$ cat src/rtl/pc_fetch_sequencer_pkg.sv
// Shared definitions for the PC fetch sequencer: default widths, reset vector,
// fetch FSM state encoding and a saturating counter helper.
package pc_fetch_sequencer_pkg;

  localparam int PC_WIDTH_DEF = 16;
  localparam int INSTR_WIDTH_DEF = 16;
  localparam logic [15:0] RESET_VECTOR_DEF = 16'h0000;

  typedef enum logic [1:0] {
    IDLE = 2'd0,
    REQ  = 2'd1,
    WAIT = 2'd2
  } fetch_state_t;

  function automatic logic [15:0] sat_inc16(input logic [15:0] v);
    return (v == 16'hFFFF) ? v : v + 16'd1;
  endfunction

endpackage

$ cat src/rtl/pc_fetch_sequencer_if.sv
// Instruction-memory port of the fetch sequencer: request channel plus
// single-strobe response channel.
interface pc_fetch_sequencer_if #(
  parameter int PC_WIDTH = 16,
  parameter int INSTR_WIDTH = 16
);

  // A request transfers on any cycle with imem_req_valid && imem_req_ready;
  // valid never waits on ready. A response is a one-cycle imem_resp_valid
  // strobe carrying imem_resp_data and cannot be back-pressured.
  logic                   imem_req_valid;
  logic [PC_WIDTH-1:0]    imem_req_addr;
  logic                   imem_req_ready;
  logic                   imem_resp_valid;
  logic [INSTR_WIDTH-1:0] imem_resp_data;

  modport master (
    output imem_req_valid,
    output imem_req_addr,
    input  imem_req_ready,
    input  imem_resp_valid,
    input  imem_resp_data
  );

  modport slave (
    input  imem_req_valid,
    input  imem_req_addr,
    output imem_req_ready,
    output imem_resp_valid,
    output imem_resp_data
  );

endinterface

$ cat src/rtl/pc_fetch_sequencer_fetch_out_reg.sv
// Decode-facing holding register: loads a fetched word with its PC, holds
// while stalled, clears when consumed or flushed by a redirect.
module pc_fetch_sequencer_fetch_out_reg #(
  parameter int PC_WIDTH = 16,
  parameter int INSTR_WIDTH = 16
) (
  input  logic                   clk,
  input  logic                   reset,
  input  logic                   load,
  input  logic [INSTR_WIDTH-1:0] load_instr,
  input  logic [PC_WIDTH-1:0]    load_pc,
  input  logic                   flush,
  input  logic                   stall,
  output logic                   valid,
  output logic [INSTR_WIDTH-1:0] instr,
  output logic [PC_WIDTH-1:0]    instr_pc
);

  // Flush beats load; data is left in place when valid drops.
  always_ff @(posedge clk or posedge reset) begin
    if (reset) begin
      valid    <= 1'b0;
      instr    <= '0;
      instr_pc <= '0;
    end else if (flush) begin
      valid <= 1'b0;
    end else if (load) begin
      valid    <= 1'b1;
      instr    <= load_instr;
      instr_pc <= load_pc;
    end else if (valid && !stall) begin
      valid <= 1'b0;
    end
  end

endmodule

$ cat src/rtl/pc_fetch_sequencer.sv
// Program counter and single-outstanding instruction fetch with redirect.
// Optional FETCH_PERF_EN adds saturating delivered/flush counters.
module pc_fetch_sequencer
  import pc_fetch_sequencer_pkg::*;
#(
  parameter int PC_WIDTH = PC_WIDTH_DEF,
  parameter int INSTR_WIDTH = INSTR_WIDTH_DEF,
  parameter logic [PC_WIDTH-1:0] RESET_VECTOR = PC_WIDTH'(RESET_VECTOR_DEF),
  parameter logic [PC_WIDTH-1:0] PC_INCR = PC_WIDTH'(1)
) (
  input  logic                    clk,
  input  logic                    reset,
  input  logic                    branch_taken,
  input  logic [PC_WIDTH-1:0]     branch_target,
  input  logic                    stall,
  pc_fetch_sequencer_if.master    imem,
  output logic                    instr_valid,
  output logic [INSTR_WIDTH-1:0]  instr,
  output logic [PC_WIDTH-1:0]     instr_pc,
  output fetch_state_t            state_dbg
`ifdef FETCH_PERF_EN
  ,
  output logic [15:0]             perf_fetched,
  output logic [15:0]             perf_flushes
`endif
);

  fetch_state_t        state, state_nxt;
  logic [PC_WIDTH-1:0] pc, pc_nxt;
  logic [PC_WIDTH-1:0] inflight_pc, inflight_pc_nxt;
  logic                drop, drop_nxt;
  logic                req_valid;
  logic                req_fire;
  logic                load;
  logic                slot_free;

  assign slot_free = !instr_valid || !stall;

  always_ff @(posedge clk or posedge reset) begin
    if (reset) begin
      state       <= IDLE;
      pc          <= RESET_VECTOR;
      inflight_pc <= '0;
      drop        <= 1'b0;
    end else begin
      state       <= state_nxt;
      pc          <= pc_nxt;
      inflight_pc <= inflight_pc_nxt;
      drop        <= drop_nxt;
    end
  end

  always_comb begin
    state_nxt       = state;
    pc_nxt          = pc;
    inflight_pc_nxt = inflight_pc;
    drop_nxt        = drop;
    req_valid       = 1'b0;
    req_fire        = 1'b0;
    load            = 1'b0;
    case (state)
      IDLE: state_nxt = REQ;
      REQ: begin
        req_valid = slot_free;
        req_fire  = slot_free && imem.imem_req_ready;
        if (req_fire) begin
          inflight_pc_nxt = pc;
          pc_nxt          = pc + PC_INCR;
          state_nxt       = WAIT;
        end
      end
      WAIT: begin
        if (imem.imem_resp_valid) begin
          drop_nxt  = 1'b0;
          load      = !drop && !branch_taken;
          state_nxt = REQ;
        end
      end
      default: state_nxt = IDLE;
    endcase
    // A response landing with the redirect is discarded on the spot, so only
    // a still-outstanding fetch needs the drop marker.
    if (branch_taken) begin
      pc_nxt = branch_target;
      if (req_fire || (state == WAIT && !imem.imem_resp_valid)) begin
        drop_nxt = 1'b1;
      end
    end
  end

  assign imem.imem_req_valid = req_valid;
  assign imem.imem_req_addr  = pc;
  assign state_dbg           = state;

  pc_fetch_sequencer_fetch_out_reg #(
    .PC_WIDTH    (PC_WIDTH),
    .INSTR_WIDTH (INSTR_WIDTH)
  ) u_out_reg (
    .clk        (clk),
    .reset      (reset),
    .load       (load),
    .load_instr (imem.imem_resp_data),
    .load_pc    (inflight_pc),
    .flush      (branch_taken),
    .stall      (stall),
    .valid      (instr_valid),
    .instr      (instr),
    .instr_pc   (instr_pc)
  );

`ifdef FETCH_PERF_EN
  always_ff @(posedge clk or posedge reset) begin
    if (reset) begin
      perf_fetched <= '0;
      perf_flushes <= '0;
    end else begin
      if (load) perf_fetched <= sat_inc16(perf_fetched);
      if (branch_taken) perf_flushes <= sat_inc16(perf_flushes);
    end
  end
`endif

endmodule
$ cat src/flat_wrapper.sv
// flat-port wrapper written by rule: the top's interface ports become plain ports
module pc_fetch_sequencer_flat import pc_fetch_sequencer_pkg::*;
#(
  parameter int PC_WIDTH = PC_WIDTH_DEF,
  parameter int INSTR_WIDTH = INSTR_WIDTH_DEF,
  parameter logic [PC_WIDTH-1:0] RESET_VECTOR = PC_WIDTH'(RESET_VECTOR_DEF),
  parameter logic [PC_WIDTH-1:0] PC_INCR = PC_WIDTH'(1)
)
  (clk, reset, branch_taken, branch_target, stall, instr_valid, instr, instr_pc, state_dbg, imem_imem_req_valid, imem_imem_req_addr, imem_imem_req_ready, imem_imem_resp_valid, imem_imem_resp_data);
  pc_fetch_sequencer_if #(.PC_WIDTH(PC_WIDTH), .INSTR_WIDTH(INSTR_WIDTH)) imem_i ();
  input  logic clk;
  input  logic reset;
  input  logic branch_taken;
  input  logic [PC_WIDTH-1:0] branch_target;
  input  logic stall;
  output logic instr_valid;
  output logic [INSTR_WIDTH-1:0] instr;
  output logic [PC_WIDTH-1:0] instr_pc;
  output fetch_state_t state_dbg;
  output wire logic [$bits(imem_i.imem_req_valid)-1:0] imem_imem_req_valid;
  output wire logic [$bits(imem_i.imem_req_addr)-1:0] imem_imem_req_addr;
  input wire logic [$bits(imem_i.imem_req_ready)-1:0] imem_imem_req_ready;
  input wire logic [$bits(imem_i.imem_resp_valid)-1:0] imem_imem_resp_valid;
  input wire logic [$bits(imem_i.imem_resp_data)-1:0] imem_imem_resp_data;
  assign imem_imem_req_valid = imem_i.imem_req_valid;
  assign imem_imem_req_addr = imem_i.imem_req_addr;
  assign imem_i.imem_req_ready = imem_imem_req_ready;
  assign imem_i.imem_resp_valid = imem_imem_resp_valid;
  assign imem_i.imem_resp_data = imem_imem_resp_data;
  pc_fetch_sequencer #(.PC_WIDTH(PC_WIDTH), .INSTR_WIDTH(INSTR_WIDTH), .RESET_VECTOR(RESET_VECTOR), .PC_INCR(PC_INCR)) u_core (.clk(clk), .reset(reset), .branch_taken(branch_taken), .branch_target(branch_target), .stall(stall), .imem(imem_i), .instr_valid(instr_valid), .instr(instr), .instr_pc(instr_pc), .state_dbg(state_dbg));
endmodule
$ cat config.mk
export PLATFORM = sky130hd
export DESIGN_NAME = pc_fetch_sequencer_flat
export DESIGN_NICKNAME = d
export VERILOG_FILES = /design/src/rtl/pc_fetch_sequencer_pkg.sv /design/src/rtl/pc_fetch_sequencer_if.sv /design/src/rtl/pc_fetch_sequencer_fetch_out_reg.sv /design/src/rtl/pc_fetch_sequencer.sv /design/src/flat_wrapper.sv
export SDC_FILE = /design/constraint.sdc
export NUM_CORES = 1
export LEC_CHECK = 0
export ABC_CLOCK_PERIOD_IN_PS = 2000
export BUFFER_PORTS_ARGS = -buffer_cell sky130_fd_sc_hd__buf_4
export CAP_MARGIN = 0
export CORE_MARGIN = 3
export CORE_UTILIZATION = 46
export CTS_CLUSTER_DIAMETER = 30
export DETAILED_ROUTE_END_ITERATION = 16
export PLACE_DENSITY = 0.76
export SYNTH_ARGS = -nofsm -noshare
export SYNTH_HDL_FRONTEND = slang
export SYNTH_SLANG_ARGS = --single-unit
$ cat constraint.sdc
create_clock -name clk -period 2 [get_ports clk]
set_input_delay 0.4 -clock clk [delete_from_list [all_inputs] [get_ports clk]]
set_output_delay 0.4 -clock clk [all_outputs]
set_load 0.02 [all_outputs]
==> metrics, run 1 <==
input/output buffers 89; Slew headroom 74.9%; CP endpoint kind register; Max-Cap Viols 0; DP Worst Slack -0.0379 ns; Yosys reg bits 68; CTS tree done; Core ar. ~0.0060 mm²; Synth top cells by count 68 x dfrtp_1, 46 x mux2_2, 17 x nand2_1; hold_ws ~0.044 ns; clk sink count 68; Sequential Power Share 42.9%; status complete, no violations; Vias/cell 5.30; Worst Hold Class input port to asynchronous set/reset pin; Combinational Power Share 37.6%; Multi-input gate area 0.00110 mm²; net switching power 1680 µW; final worst setup slack 0.0435 ns; ys flop type dfrtp_1; share of cells above drive strength 1 52.8%; switching share of power 33.8%; Tot GR Track Use 18.9%; data arrival time of the worst path 2.21 ns; worst slew pin tran 0.376 ns; initial antenna violation count 0; post-synthesis net count between 200 and 300; area growth from synthesis to layout 36.7%; Cell Area, Synth 0.00286 mm²; Sequential Area between 0.0015 and 0.002 mm²; Fin. Hold Viols 0; Synth area leader dfrtp_1; clock network power share roughly a fifth; HPWL Detailed 4660 µm; PwrDens 1270 mW/mm²; Worst-Skew Late Latency 0.33 ns; Post-synth EDFFs 0; final setup vio count 0; Synth top area share 59.5%; Clock H-tree levels 3; worst ir drop on vdd 853 µV; Inst Count DP about 400; routability cong. 0.833; total gr overflow 0; Filler cells between 400 and 500; fin nets ~370; Vias 2,182; P_leak between 0.0015 and 0.002 µW; Worst Path Max Fanout 8; Critical Path RT between 2 and 2.5 ns; Final Non-Filler Cells ~400; first-pass GRT wire length 10,700 µm; ANT cells 0; DRC viols 0; Post-synth ARST share 100%; Starting Density 48.0%; vias in the first global route about 2,200; First-pass DRT Iterations 4; antenna viol nets, final 0; I/O Pins 90; Avg Inst Size Synth 12.6 µm²; Clock Path Buffers 2; Cell Rows 28; Tcrit/Tclk final 97.8%; Pint 3290 µW; CP Launch Type register; clk_skew 0.00322 ns; sequential share of the synthesized area 59.5%; final wirelength 6360 µm; fin crit period 1.96 ns; most numerous cell in the Yosys netlist dfrtp_1; Die W about 85 µm; total negative slack 0 ns; count of cell types in the netlist 31; Yosys warning total 0; clock root buffer clkbuf_8; drt wl/cell 15.4 µm; RSZ-0062 raised after global routing true; clock buffer count from CTS 9; R2R Setup Slk approximately 0.043 ns; die area 0.00719 mm²; fmax 0.511 GHz; WS Path Type register to register; Synth Instances 226; Die H 84.8 µm; initial DRC count 99; largest net degree at the start of global routing 37; Clock Pin Slew Worst Setup and Hold Paths about 0.07 ns; synth top area cells dfrtp_1 60%, mux2_2 18%, o21ai_0 2.6%, nand2_1 2.2%, or4_1 1.8%; Slew Limit Fails 0
==> worst max-delay path: stages, from the launching register on <==
cell,delay (ns)
dfrtp_2,0.43
a21bo_4,0.24
or4_4,0.56
or4_1,0.48
a31oi_1,0.17
==> sequential cells by signal, summed over array words and instances (netlist names) <==
register                   cells
u_core.imem.imem_req_addr     16
u_core.inflight_pc            16
u_core.u_out_reg.instr_pc     16
u_core.drop                    1
u_core.state_dbg               2
u_core.u_out_reg.instr        16
u_core.u_out_reg.valid         1
==> final cells by class <==
class                      count  area share (%)
clock buffer                  11            3.62
clock inverter                 5           0.704
inverter                       5           0.576
multi-input combinational    141            28.1
sequential                    68            43.7
tap                           75            2.40
timing repair buffer         107            20.9
==> path summary, 6_finish.rpt <==
check                                        from  cells after the start                            to
max in group asynchronous                   reset                      3  u_core.imem.imem_req_addr[0]
max reg2reg                u_core.u_out_reg.valid                      4  u_core.imem.imem_req_addr[9]
min reg2reg                 u_core.inflight_pc[8]                      2         u_core.inflight_pc[8]
min                                         reset                      2     u_core.u_out_reg.instr[7]
max                        u_core.u_out_reg.valid                      4  u_core.imem.imem_req_addr[9]
min in group clk                 branch_target[1]                      3  u_core.imem.imem_req_addr[1]
==> power by group through the flow <==
stage / logic [µW] / registers (µW) / clock network (µW)
6_report: 1870 / 2130 / 967
5_1_grt: 2010 / 2200 / 1060
4_1_cts: 1900 / 2130 / 996
3_5_place_dp: 1890 / 2150 / 0
3_3_place_gp: 1830 / 2120 / 0
2_1_floorplan: 694 / 2490 / 0
==> kinds of logic after synthesis <==
| family | count (synthesis) | share of synthesized area (%) |
|---|---|---|
| buffers and inverters | 17 | 2.28 |
| AOI/OAI and AO/OA | 32 | 7.05 |
| and+or+nand+nor | 54 | 10.1 |
| adders and majority gates | 1 | 0.438 |
| xor gates and xnor gates | 7 | 2.15 |
| DFF | 68 | 59.5 |
| muxes | 47 | 18.5 |
==> layer usage <==
| layer | routed length, µm | vias up | track usage, % |
|---|---|---|---|
| li1 | - | 1026 | - |
| met1 | 2760 | 1075 | 24.5 |
| met2 | 3030 | 70 | 30.2 |
| met3 | 458 | 11 | 5.44 |
| met4 | 108 | 0 | 6.91 |
| met5 | 0 | - | 0 |
==> placed cells by master, fill, tap and decap left out <==
master / synthesis / routed
nor2b_1: 1 / 1
mux2_2: 46 / 46
xor2_1: 2 / 2
a22o_1: 1 / 1
xnor2_1: 5 / 5
or4_4: 0 / 2
clkinv_2: 0 / 4
clkinvlp_4: 0 / 2
a31oi_1: 7 / 7
buf_4: 0 / 106
nand3_1: 5 / 5
dfrtp_1: 68 / 63
a21o_1: 1 / 1
nor2_1: 8 / 8
inv_1: 5 / 4
a21oi_1: 1 / 1
nand2_1: 17 / 17
o21ai_0: 15 / 15
o31ai_1: 4 / 4
clkbuf_1: 11 / 1
mux2i_1: 1 / 1
nand4b_1: 1 / 1
nand4_2: 1 / 1
dfrtp_2: 0 / 5
or4_1: 7 / 5
or3_1: 4 / 4
clkbuf_8: 0 / 10
ha_1: 1 / 1
nor4_1: 2 / 2
nand3b_1: 1 / 1
a21boi_0: 1 / 1
buf_12: 0 / 1
and4_1: 1 / 1
a22oi_1: 1 / 1
a21bo_4: 1 / 1
nor3_1: 2 / 2
nand4_1: 4 / 4
==> timing repair <==
action,CTS,global route
setup endpoints to repair,0,4
resized for setup,0,2
buffers inserted,0,1
hold buffers,0,0
==> per-stage QoR <==
step	area, µm²	total power, µW	util, %
final	3910	4970	65.6
after global routing	3910	5270	65.6
after CTS	3890	5020	65.4
after detailed placement	3730	4050	62.6
after global placement	3730	3950	62.6
after floorplan	2880	3190	-
Power figures use the tool's default switching activity.
==> inputs of run 2 (changes only) <==
==> constraint.sdc (replaced) <==
create_clock -name clk -period 2 [get_ports clk]
set_input_delay 0.4 -clock clk [delete_from_list [all_inputs] [get_ports clk]]
set_output_delay 0.4 -clock clk [all_outputs]
set_load 0.1 [all_outputs]
==> metrics, run 2 (same netlist as run 1, synthesis figures left out) <==
Die W 84.8 µm (unchanged); initial antenna violation count 0 (unchanged); DP Area 0.00374 mm² (was 0.00373 mm²); I/O Pins 90 (unchanged); Clock Pin Slew Worst Setup and Hold Paths 0.07 ns (about the same); initial DRC count 95 (was 99); Tcrit/Tclk final 96.7% (was 97.8%); data arrival time of the worst path 2.18 ns (was 2.21 ns); Vias/cell 5.39 (was 5.30); Filler cells 471 (was 475); CTS Hold Buffers Added 0 (unchanged); total gr overflow 0 (unchanged); final setup vio count 0 (unchanged); Worst-Skew Late Latency 0.33 ns (about the same); Starting Density 48.0% (unchanged); slowest stage delay, CP 0.53 ns (was 0.56 ns); Worst Hold Class input port to asynchronous set/reset pin (unchanged); Vias 2,181 (was 2,182); WS Path Type register to register (unchanged); First-pass DRT Iterations 4 (unchanged); clock buffer count from CTS 9 (unchanged); antenna viol nets, final 0 (unchanged); ANT cells 0 (unchanged); CTS tree done (unchanged); Clock Path Buffers 2 (unchanged); fmax 0.517 GHz (was 0.511 GHz); slowest CP cell or4_4 (unchanged); worst slew pin tran 0.560 ns (was 0.376 ns); drt wl/cell 15.6 µm (was 15.4 µm); Worst Path Max Fanout 10 (was 8); Clock H-tree levels 3 (unchanged); area growth from synthesis to layout 37.6% (was 36.7%); clk sink count 68 (unchanged); post-route cell area 0.00393 mm² (was 0.00391 mm²); CP endpoint kind register (unchanged); Post-CTS Setup Repair Bufs 0 (unchanged); Core ar. 0.00596 mm² (unchanged); most frequent cells in the layout 97 x buf_4, 53 x dfrtp_1, 46 x mux2_2, 17 x nand2_1, 15 x o21ai_0 (was 106 x buf_4, 63 x dfrtp_1, 46 x mux2_2, 17 x nand2_1, 15 x o21ai_0); first-pass GRT wire length 10,400 µm (was 10,700 µm); fin crit period 1.93 ns (was 1.96 ns); Inst Count DP 389 (was 395); Max-Cap Viols 0 (unchanged); Slew headroom 62.6% (was 74.9%); DRC viols 0 (unchanged); Tot GR Track Use 18.3% (was 18.9%); routability cong. 0.808 (was 0.833); most common cell after layout, fill and taps aside buf_4 (unchanged); fin nets 364 (was 371); input/output buffers 89 (unchanged); Critical Path RT 2.25 ns (was 2.26 ns); Final Non-Filler Cells 405 (was 412); vias in the first global route 2,183 (was 2,176); die area 0.00719 mm² (unchanged); Die H 84.8 µm (unchanged); total negative slack 0 ns (unchanged); Finished Core Util 66.0% (was 65.6%); clk_skew 0.00836 ns (was 0.00322 ns); HPWL Detailed 4680 µm (was 4660 µm); status complete, no violations (unchanged); crit path cell chain a21bo_4 -> or4_4 -> or4_1 -> a31oi_1 (unchanged); largest net degree at the start of global routing 25 (was 37); clock root buffer clkbuf_8 (unchanged); Slew Limit Fails 0 (unchanged); Fin. Hold Viols 0 (unchanged); Cell Rows 28 (unchanged); CP Launch Type register (unchanged); RSZ-0062 raised after global routing false (was true); final wirelength 6310 µm (was 6360 µm); share of cells above drive strength 1 54.5% (was 52.8%)
==> run 2: per-layer routing <==
metal | GRT usage [%] | vias up | routed length, µm
li1 | - | 1010 | -
met1 | 24.3 | 1085 | 2660
met2 | 29.3 | 82 | 3120
met3 | 5.73 | 4 | 497
met4 | 5.18 | 0 | 27
met5 | 0 | - | 0
==> run 2: critical path, delay by kind of cell (launching register included) <==
family,cells,cell delay (ns)
AND/OR/NAND/NOR,2,0.96
flip-flops,1,0.49
AO/OA/AOI/OAI,2,0.40
==> run 2: stage by stage <==
stage,setup slack (ns),hold slack [ns]
after floorplan,-0.160,0.446
after global placement,0.00393,0.462
after detailed placement,-0.0320,0.475
after CTS,0.0284,0.125
after global routing,0.00242,0.147
final,0.0668,0.123
==> run 2: final timing paths <==
path                                         from                             to  slack, ns  cells after the start
setup / recovery           u_core.u_out_reg.valid  u_core.imem.imem_req_addr[13]       0.07                      4
hold / removal                              reset          u_core.inflight_pc[9]       0.12                      2
setup reg to reg           u_core.u_out_reg.valid  u_core.imem.imem_req_addr[13]       0.07                      4
hold reg to reg             u_core.inflight_pc[3]          u_core.inflight_pc[3]       0.48                      2
max in group asynchronous                   reset   u_core.imem.imem_req_addr[0]       1.37                      3
min in group clk                 branch_target[0]   u_core.imem.imem_req_addr[0]       0.27                      3
==> run 2: layout make-up <==
class,instances,area [µm²],share of cell area [%]
Multi-Input combinational cell,141,1110,28.3
Clock buffer,14,153,3.88
Inverter,5,22.5,0.573
Clock inverter,2,35.0,0.891
Timing Repair Buffer,100,779,19.8
Sequential cell,68,1740,44.1
Tap cell,75,93.8,2.39
==> run 2: repair_timing <==
action,CTS,global route
pin swaps,0,1
setup endpoints to repair,1,5
gates resized for setup,1,1
gates cloned,0,0
Power of run 2 is left out: the tool's default activity adds up to more than one toggle a clock period on the data nets, which glitch-free logic cannot reach.
==> inputs of run 3 (changes only) <==
ABC_AREA = 1   (was not set)
CORE_UTILIZATION = 47   (was 46)
CTS_CLUSTER_SIZE = 10   (was not set)
PLACE_DENSITY = not set   (was 0.76)
PLACE_DENSITY_LB_ADDON = 0.25   (was not set)
==> metrics, run 3 <==
Synth area leader dfrtp_1 (unchanged); Worst Hold Class input port to asynchronous set/reset pin (unchanged); final setup vio count 0 (unchanged); initial DRC count 151 (was 95); Inst Count DP 510 (was 389); vias in the first global route 2,508 (was 2,183); Slew headroom 61.7% (was 62.6%); Yosys warning total 0 (unchanged); fin crit period 1.76 ns (was 1.93 ns); area growth from synthesis to layout 29.5% (was 37.6%); I/O Pins 90 (unchanged); synth top area cells dfrtp_1 55%, nand2_1 11%, o21ai_0 7.9%, inv_1 5.8%, nand3_1 2.7% (was dfrtp_1 60%, mux2_2 18%, o21ai_0 2.6%, nand2_1 2.2%, or4_1 1.8%); CTS tree done (unchanged); fmax 0.569 GHz (was 0.517 GHz); Final Non-Filler Cells 525 (was 405); CP Launch Type register (unchanged); input/output buffers 89 (unchanged); Slew Limit Fails 0 (unchanged); ANT cells 0 (unchanged); worst slew pin tran 0.574 ns (was 0.560 ns); HPWL Detailed 5090 µm (was 4680 µm); Synth Instances 353 (was 226); RSZ-0062 raised after global routing false (unchanged); most common cell after layout, fill and taps aside nand2_1 (was buf_4); Die W 87.5 µm (was 84.8 µm); Yosys reg bits 68 (unchanged); Max-Cap Viols 0 (unchanged); CP endpoint kind output port (was register); Post-synth EDFFs 0 (unchanged); antenna viol nets, final 0 (unchanged); status complete, no violations (unchanged); largest net degree at the start of global routing 66 (was 25); Filler cells 566 (was 471); Cell Area, Synth 0.00312 mm² (was 0.00286 mm²); sequential share of the synthesized area 54.6% (was 59.5%); clock buffer count from CTS 9 (unchanged); Tot GR Track Use 19.8% (was 18.3%); Post-synth ARST share 100% (unchanged); first-pass GRT wire length 11,800 µm (was 10,400 µm); post-synthesis net count 392 (was 265); Clock Pin Slew Worst Setup and Hold Paths 0.07 ns (about the same); routability cong. 0.791 (was 0.808); drt wl/cell 13.2 µm (was 15.6 µm); Starting Density 48.8% (was 48.0%); Post-CTS Resized 0 (was 1); ys flop type dfrtp_1 (unchanged); most numerous cell in the Yosys netlist nand2_1 (was dfrtp_1); Core ar. 0.00639 mm² (was 0.00596 mm²); Clock Path Buffers 2 (unchanged); Synth top cells by count 94 x nand2_1, 68 x dfrtp_1, 49 x o21ai_0 (was 68 x dfrtp_1, 46 x mux2_2, 17 x nand2_1); clock root buffer clkbuf_8 (unchanged); Worst Path Max Fanout 3 (was 10); clk_skew 0.00560 ns (was 0.00836 ns); WS Path Type register to output port (was register to register); die area 0.00765 mm² (was 0.00719 mm²); DRC viols 0 (unchanged); final wirelength 6950 µm (was 6310 µm); total gr overflow 0 (unchanged); initial antenna violation count 0 (unchanged); data arrival time of the worst path 1.36 ns (was 2.18 ns); Tcrit/Tclk final 87.9% (was 96.7%); Fin. Hold Viols 0 (unchanged); count of cell types in the netlist 30 (was 31); clk sink count 68 (unchanged); CTS Hold Buffers Added 0 (unchanged); Vias/cell 4.94 (was 5.39); Clock H-tree levels 3 (unchanged); total negative slack 0 ns (unchanged); Cell Rows 29 (was 28); First-pass DRT Iterations 4 (unchanged); fin nets 483 (was 364); Die H 87.5 µm (was 84.8 µm); Synth top area share 54.6% (was 59.5%); Critical Path RT 1.60 ns (was 2.25 ns); Avg Inst Size Synth 8.83 µm² (was 12.6 µm²); Post-CTS Setup Repair Bufs 0 (unchanged); Vias 2,595 (was 2,181); most frequent cells in the layout 94 x nand2_1, 93 x buf_4, 66 x dfrtp_1, 49 x o21ai_0, 47 x inv_1 (was 97 x buf_4, 53 x dfrtp_1, 46 x mux2_2, 17 x nand2_1, 15 x o21ai_0); share of cells above drive strength 1 30.8% (was 54.5%); Worst-Skew Late Latency 0.34 ns (was 0.33 ns)
[run 3: changes by cell type in the layout (fill, tap and decap cells not counted), moves of 5 or more]
cell	before	now
inv_1	4	47
a31oi_1	7	0
dfrtp_1	53	66
a22oi_2	0	6
o21ai_0	15	49
dfrtp_2	9	2
mux2_2	46	0
or4_1	5	0
o21ai_1	0	6
nand2_1	17	94
dfrtp_4	6	0
nand3_1	5	17
[run 3: area by class of cell]
class | count | area (µm²) | area share (%)
clock inverters | 4 | 25.0 | 0.620
clock buffers | 11 | 151 | 3.75
repair buffers | 94 | 718 | 17.8
multi-input cells | 220 | 1150 | 28.4
well taps | 77 | 96.3 | 2.39
inverters | 51 | 196 | 4.87
flip-flops and latches | 68 | 1700 | 42.2
[run 3: per-layer routing]
layer | up-vias | track usage, % | share of wire, %
li1 | 1303 | - | -
met1 | 1203 | 27.5 | 45
met2 | 80 | 30.1 | 47
met3 | 9 | 3.60 | 6.2
met4 | 0 | 9.34 | 1.6
met5 | - | 0 | 0
[run 3: cells by family (layout without fill, tap and decap cells)]
group,after synthesis,count (layout),synth area share (%)
AO/OA/AOI/OAI,73,73,14.0
buffers and inverters,65,160,9.03
XOR/XNOR,6,6,1.69
adder cells (fa/ha/maj),1,1,0.401
flip-flops,68,68,54.6
AND/OR/NAND/NOR,140,140,20.3
[run 3: path summary, 6_finish.rpt]
kind                                             from                            to  slack [ns]  depth (start not counted)
min in group clk                     branch_target[0]  u_core.imem.imem_req_addr[0]        0.27                          3
max in group asynchronous                       reset        u_core.inflight_pc[10]        1.24                          3
hold reg to reg            u_core.u_out_reg.instr[14]    u_core.u_out_reg.instr[14]        0.49                          2
setup reg to reg               u_core.u_out_reg.valid  u_core.imem.imem_req_addr[5]        0.59                          6
hold / removal                                  reset    u_core.u_out_reg.instr[15]        0.12                          2
setup / recovery                  u_core.state_dbg[1]           imem_imem_req_valid        0.24                          4
[run 3: critical path, cell delays in order (launching register included)]
cell and delay, ns:
dfrtp_1 0.40, inv_1 0.09, nand2_2 0.12, a21oi_4 0.12, buf_4 0.30
[run 3: through the flow]
step	instance area, µm²	util [%]	hold WS [ns]	setup WS (ns)
2_1_floorplan	3140	-	0.453	-0.0468
3_3_place_gp	3860	60.5	0.467	0.605
3_5_place_dp	3860	60.5	0.476	0.541
4_1_cts	4040	63.2	0.123	0.229
5_1_grt	4040	63.2	0.156	0.185
6_report	4040	63.2	0.119	0.242
Power of run 3 is left out for the same reason.
